[src/rtl/bin_to_bcd.sv]
// Sequential binary-to-BCD converter (double dabble, one bit per clock) feeding the 4-digit display driver.
// Optional build macro BCD_SATURATE_EN: clamp the displayed digits at 9999 on overflow instead of wrapping modulo 10000.
module bin_to_bcd #(
    parameter int WIDTH  = 14,
    parameter int MAXVAL = 9999
) (
    input  logic             clk,
    input  logic             RESET,
    input  logic [WIDTH-1:0] bin_in,
    input  logic             in_valid,
    output logic             in_ready,
    output logic [3:0]       ones,
    output logic [3:0]       tens,
    output logic [3:0]       hundreds,
    output logic [3:0]       thousands,
    output logic             out_valid,
    output logic             ovf
);

    localparam int SRW = 20 + WIDTH;
    localparam int CW  = $clog2(WIDTH);

    localparam logic [1:0] IDLE = 2'd0;
    localparam logic [1:0] CONV = 2'd1;
    localparam logic [1:0] DONE = 2'd2;

    localparam logic [CW-1:0] LAST = CW'(WIDTH - 1);

    logic [1:0]     state;
    logic [SRW-1:0] sr;
    logic [SRW-1:0] adjusted;
    logic [CW-1:0]  count;
    logic           ovf_next;

    assign in_ready = (state == IDLE);

    // Add-3 correction on every BCD nibble (including ten-thousands) before the shift.
    always_comb begin
        adjusted = sr;
        for (int i = 0; i < 5; i++) begin
            if (sr[WIDTH + 4*i +: 4] >= 4'd5) begin
                adjusted[WIDTH + 4*i +: 4] = sr[WIDTH + 4*i +: 4] + 4'd3;
            end
        end
    end

    always_ff @(posedge clk) begin
        if (RESET) begin
            state     <= IDLE;
            sr        <= '0;
            count     <= '0;
            ovf_next  <= 1'b0;
            ones      <= 4'd0;
            tens      <= 4'd0;
            hundreds  <= 4'd0;
            thousands <= 4'd0;
            out_valid <= 1'b0;
            ovf       <= 1'b0;
        end else begin
            out_valid <= 1'b0;
            case (state)
                IDLE: begin
                    if (in_valid) begin
                        sr       <= {20'd0, bin_in};
                        ovf_next <= (bin_in > WIDTH'(MAXVAL));
                        count    <= '0;
                        state    <= CONV;
                    end
                end
                CONV: begin
                    sr    <= adjusted << 1;
                    count <= count + 1'b1;
                    if (count == LAST) begin
                        state <= DONE;
                    end
                end
                DONE: begin
`ifdef BCD_SATURATE_EN
                    if (ovf_next) begin
                        ones      <= 4'd9;
                        tens      <= 4'd9;
                        hundreds  <= 4'd9;
                        thousands <= 4'd9;
                    end else begin
                        ones      <= sr[WIDTH      +: 4];
                        tens      <= sr[WIDTH + 4  +: 4];
                        hundreds  <= sr[WIDTH + 8  +: 4];
                        thousands <= sr[WIDTH + 12 +: 4];
                    end
`else
                    // Ten-thousands nibble is dropped, so overflowing inputs show modulo 10000.
                    ones      <= sr[WIDTH      +: 4];
                    tens      <= sr[WIDTH + 4  +: 4];
                    hundreds  <= sr[WIDTH + 8  +: 4];
                    thousands <= sr[WIDTH + 12 +: 4];
`endif
                    ovf       <= ovf_next;
                    out_valid <= 1'b1;
                    state     <= IDLE;
                end
                default: begin
                    state <= IDLE;
                end
            endcase
        end
    end

endmodule

[config.mk]
export PLATFORM = sky130hd
export DESIGN_NAME = bin_to_bcd
export DESIGN_NICKNAME = d
export VERILOG_FILES = /design/src/rtl/bin_to_bcd.sv
export SDC_FILE = /design/constraint.sdc
export NUM_CORES = 1
export LEC_CHECK = 0
export CAP_MARGIN = 20
export CORE_MARGIN = 2
export CORE_UTILIZATION = 53
export CTS_CLUSTER_DIAMETER = 30
export DETAILED_ROUTE_END_ITERATION = 10
export PLACE_DENSITY_LB_ADDON = 0.08
export SKIP_CTS_REPAIR_TIMING = 1
export SLEW_MARGIN = 20
export SYNTH_ARGS = -nofsm -noshare
export SYNTH_HDL_FRONTEND = slang
export SYNTH_SLANG_ARGS = --single-unit
[constraint.sdc]
create_clock -name clk -period 1.6 [get_ports clk]
set_input_delay 0.16 -clock clk [delete_from_list [all_inputs] [get_ports clk]]
set_output_delay 0.16 -clock clk [all_outputs]
set_load 0.05 [all_outputs]
== Word level (Yosys, flattened, before mapping) ==
Index checks and enable logic that the tools add are counted.

* Add/sub/neg operators: 6
* $lt $le $gt $ge: 6
* Div/mod/pow operators: 0
* Bitwise gates (word level): 0
* Multiplexer cells: 13
* Multiply operators: 0
* Reductions and logical operators: 5
* Equality and inequality tests: 5
* Shifts and indexed selects: 0

{| class="wikitable"
|+ Operators by type and width
! cell !! number
|-
| $pmux W34 S2 || 1
|-
| $mux W34 || 1
|-
| $ge A4 B3 Y1 const B || 5
|-
| $mux W4 || 5
|-
| $add A4 B2 Y4 const B || 4
|-
| $gt A14 B14 Y1 const B || 1
|-
| $pmux W4 S2 || 1
|-
| $reduce_and A2 Y1 || 3
|-
| $add A4 B1 Y4 const B || 1
|-
| $eq A4 B4 Y1 const B || 1
|-
| $mux W2 || 2
|-
| $ne A2 B2 Y1 const B || 2
|-
| $pmux W2 S2 || 1
|-
| $add A3 B2 Y3 const B || 1
|-
| $mux W3 || 1
|-
| $eq A2 B1 Y1 const B || 1
|-
| $eq A2 B2 Y1 const B || 1
|-
| $logic_not A2 Y1 || 1
|-
| $reduce_bool A2 Y1 || 1
|-
| $mux W1 || 1
|}

* Output and inout port bits: 19
* Logic and storage cells: 45
* Memory bits (writable): 0
* Memory bits (read-only): 0
* Bits in latches: 0
* Register bits: 59
* Memories kept: 0

== Logic depth before layout (Yosys ltp) ==
Gate-level depths: netlist of run 1.

* Depth after elaboration: 3
* Gate-level depth with buffers: 7

== Worst setup path after synthesis of run 1 ==
Ideal clock, no wire load.

* Path type: reg-to-reg
* From: register state[1]
* To: register sr[0]
* Arrival: 1364 ps
* Setup slack: 165 ps
* Stages on the path, launching flop included: 5
* Setup time: 70 ps
* Buffers on the path: 1
* Cells stage by stage: dfxtp_1 buf_6 nor2_1 nand3_1 a21oi_1

* Longest elaborated chain between the ends: 3
* Elaborated cells on any way between the ends: 6
* Classes of those cells: eq/ne: 2; mux: 1; reduce/logical: 3

{| class="wikitable"
|+ RTL lines
! item !! RTL line !! RTL
|-
| from (decl) || 29 || <nowiki>logic [1:0] state;</nowiki>
|-
| from (signal assigned) || 49 || <nowiki>state <= IDLE;</nowiki>
|-
| from (signal assigned) || 67 || <nowiki>state <= CONV;</nowiki>
|-
| from (signal assigned) || 74 || <nowiki>state <= DONE;</nowiki>
|-
| $logic_not A2 Y1 * || -- ||
|-
| named net in_ready || 11 || <nowiki>output logic in_ready,</nowiki>
|-
| $ne A2 B2 Y1 (no line) or $reduce_bool A2 Y1 (tied branches) || -- ||
|-
| $reduce_and A2 Y1 (no line) || -- ||
|-
| to (signal assigned) || 64 || <nowiki>sr <= {20'd0, bin_in};</nowiki>
|-
| to (signal assigned) || 71 || <nowiki>sr <= adjusted << 1;</nowiki>
|-
| to (decl) || 30 || <nowiki>logic [SRW-1:0] sr;</nowiki>
|}

Mark *: on every way through the listed nets, which the timed path passes. The rest lies on a longest branch.
A chain may end at the register's enable or synchronous reset.

== Final worst setup path of run 1 ==
* From: register state[1]
* To: register ovf_next

* Longest elaborated chain between the ends: 2

{| class="wikitable"
|+ RTL lines
! item !! RTL line !! RTL
|-
| $logic_not A2 Y1 || 61 || <nowiki>case (state)</nowiki>
|-
| $reduce_and A2 Y1 (no line) || -- ||
|-
| to (signal assigned) || 65 || <nowiki>ovf_next <= (bin_in > WIDTH'(MAXVAL));</nowiki>
|-
| to (decl) || 33 || <nowiki>logic ovf_next;</nowiki>
|}

No other way between the ends.

==> results of run 1 <==
[cell usage after synthesis]
library cell / count / area (um^2)
dfxtp_1: 55 / 1100
nand3b_1: 1 / 7.51
a22o_1: 10 / 87.6
a31oi_1: 2 / 12.5
buf_2: 10 / 50.1
buf_6: 2 / 22.5
o41ai_2: 1 / 16.3
mux2i_1: 4 / 40.0
or2_1: 1 / 6.26
o221a_2: 1 / 11.3
or2_0: 1 / 6.26
nor2_1: 51 / 191
nand2_1: 39 / 146
nor3_1: 6 / 30.0
ha_1: 10 / 125
xnor2_1: 4 / 35.0
o21ai_0: 6 / 30.0
and2b_1: 1 / 7.51
or3b_1: 1 / 8.76
nor4_1: 13 / 81.3
a21oi_1: 33 / 165
nor2b_1: 1 / 6.26
inv_1: 11 / 41.3
buf_1: 2 / 7.51
clkbuf_1: 3 / 11.3
o21ai_1: 1 / 5.00
nand2b_1: 6 / 37.5
mux2_1: 1 / 11.3
xor2_1: 2 / 17.5
nand4_1: 1 / 6.26
nor2_2: 1 / 6.26
nor4b_1: 1 / 8.76
nand3_1: 10 / 50.1
[power by group through the flow]
stage / logic (mW) / registers, mW / clock network, mW
4_1_cts: 0.251 / 1.44 / 0.969
3_5_place_dp: 0.250 / 1.47 / 0
3_3_place_gp: 0.246 / 1.47 / 0
2_1_floorplan: 0.151 / 1.46 / 0
5_1_grt: 0.280 / 1.45 / 1.01
6_report: 0.252 / 1.44 / 0.940
[sequential cells by signal, summed over array words and instances (netlist names)]
signal / count
sr: 30
count: 4
hundreds: 4
ones: 4
tens: 4
thousands: 4
state: 2
out_valid: 1
ovf: 1
ovf_next: 1
[metrics by stage]
stage | area [um^2] | utilization, % | std cells | setup WS (ns) | setup TNS, ns
final | 2920 | 67.2 | 383 | 0.128 | 0
after global routing | 2920 | 67.2 | 383 | 0.0404 | 0
after CTS | 2910 | 66.8 | 383 | 0.0873 | 0
after detailed placement | 2790 | 64.1 | 375 | -0.115 | -1.11
after global placement | 2790 | 64.1 | 375 | -0.0535 | -0.524
after floorplan | 2390 | - | 292 | 0.165 | 0
[cell families after synthesis]
group	count (synthesis)	synth area share, %
simple gates	134	25.1
flops	55	46.0
compound gates	54	13.7
buf+inv	28	5.55
fa+ha+maj	10	5.23
xor+xnor	6	2.20
mux	5	2.15
[critical path: stages (launching register included)]
cell     delay [ns]
dfxtp_1        0.37
buf_4          0.17
or3b_1         0.39
buf_4          0.18
o41ai_2        0.28
[routing by layer]
layer  GRT usage, %  wire length (um)
met2           35.5              2360
met5              0                 0
met4           6.50                59
met3           4.42               189
met1           26.9              2280
[how the worst min path moves through the flow]
stage                                    startpoint                         to  slack [ns]  cells past startpoint
after floorplan                           bin_in[0]         sr[0]$_SDFFE_PP0P_        0.31                      2
after global placement     hundreds[1]$_SDFFE_PP0P_   hundreds[1]$_SDFFE_PP0P_        0.44                      2
after detailed placement  thousands[1]$_SDFFE_PP0P_  thousands[1]$_SDFFE_PP0P_        0.45                      2
after CTS                                 bin_in[0]         sr[0]$_SDFFE_PP0P_        0.41                      3
after global routing                      bin_in[0]         sr[0]$_SDFFE_PP0P_        0.43                      3
final                                     bin_in[0]         sr[0]$_SDFFE_PP0P_        0.42                      3
[final cells by class]
type / instances / area, um^2 / share of cell area (%)
Tap cell: 52 / 65.1 / 2.23
Inverter: 11 / 41.3 / 1.41
Clock inverter: 2 / 35.0 / 1.20
Sequential cell: 55 / 1100 / 37.7
Timing Repair Buffer: 48 / 425 / 14.5
Clock buffer: 6 / 82.6 / 2.82
Multi-Input combinational cell: 209 / 1170 / 40.1
==> run metrics, run 1 <==
max_cap viols 0; Worst setup EP type flop; Synth cell types 33; status finished, final reports clean; Sequential Power Share 54.7%; fin crit share 92.0%; Fin Hold WS 0.415 ns; GRT Util Overall 21.0%; final-stage net count 357; Starting Density 54.9%; layout cell share with drive strength beyond 1 14.5%; #FFs+latches synth 55; CP Launch Type flop; Leakage 1.18 nW; # DRC 0; initial antenna violation count 0; DRT Wirelength 4.89 mm; initial DRC count 83; register area share after synthesis 46.0%; Worst Path Arrival ~1.7 ns; Reg clk slew, reported paths 0.10 ns; Port Buffer Count 35; Clock Path Buffers 2; routed vias 2052; Die Ht 71.2 um; PwrDens 900 mW/mm^2; antenna-violating nets left 0; # IOs 36; reg-to-reg slack, setup 0.13 ns; drt via density 5.36; final max-slew violation count 0; YS warnings 0; Switch Pwr 0.602 mW; antenna cells 0; drt wl/cell 12.8 um; final hold vios 0; worst-margin pin slew roughly 0.45 ns; post-DP HPWL 3.49 mm; vias in the first global route about 1900; Reg2Reg Launch Point state[1]$_SDFFE_PP0P_; Final GP Congestion 0.803; Layout Area Growth over Synthesis 22.3%; PnR Total Power roughly 2.6 mW; core area 0.00435 mm^2; Clk pwr share around 36%; upper clock frequency limit 679 MHz; syn_area_per_cell roughly 8.2 um^2; Die X 71.2 um; full die area 0.00506 mm^2; TritonCTS Sinks 55; most frequent cells in the layout dfxtp_1, nor2_1, nand2_1; first-pass GRT wire length 8.60 mm; GR Overflow Total 0; final setup fails 0; RSZ-0062 raised after global routing false; Mapped Nets 319; FILL cells 380; Slew HR 69.8%; critical path type flop to flop; CP endpoint ovf_next$_SDFFE_PP0P_; IR drop worst, VDD 460 uV; worst r2r dst ovf_next$_SDFFE_PP0P_; crit path from state[1]$_SDFFE_PP0P_; mapped cell area 0.00239 mm^2; Cells after Synth 292; min Tclk post-route 1.47 ns; CTS tree yes; Internal 2.03 mW; clock skew roughly 0.0058 ns; Switching Share 22.9%; row count 24; Root Buffer clkbuf_8; crit-path max FO 7; total number of H-tree levels 2; worst skew pair latency ~0.3 ns; largest net degree at the start of global routing 21; TritonCTS Buffers 5; Pre-antenna DRT Iters 4; Worst Path Required 1.81 ns; Hold Crit Class input port to flop; Comb power frac under 10%; Reg2Reg Depth 4; commonest non-fill, non-tap cell in the layout dfxtp_1
Note: power is estimated with default switching activity, not from simulation.
==> inputs of run 2 (changes only) <==
CTS_CLUSTER_SIZE = 14   (was unset)
==> results of run 2 <==
The final DEF is identical to that of run 1; final timing and power are the same.
==> inputs of run 3 (changes only) <==
ABC_CLOCK_PERIOD_IN_PS = 1600   (was unset)
GPL_ROUTABILITY_DRIVEN = 0   (was unset)
==> results of run 3 <==
The final DEF is identical to that of run 1; final timing and power are the same.
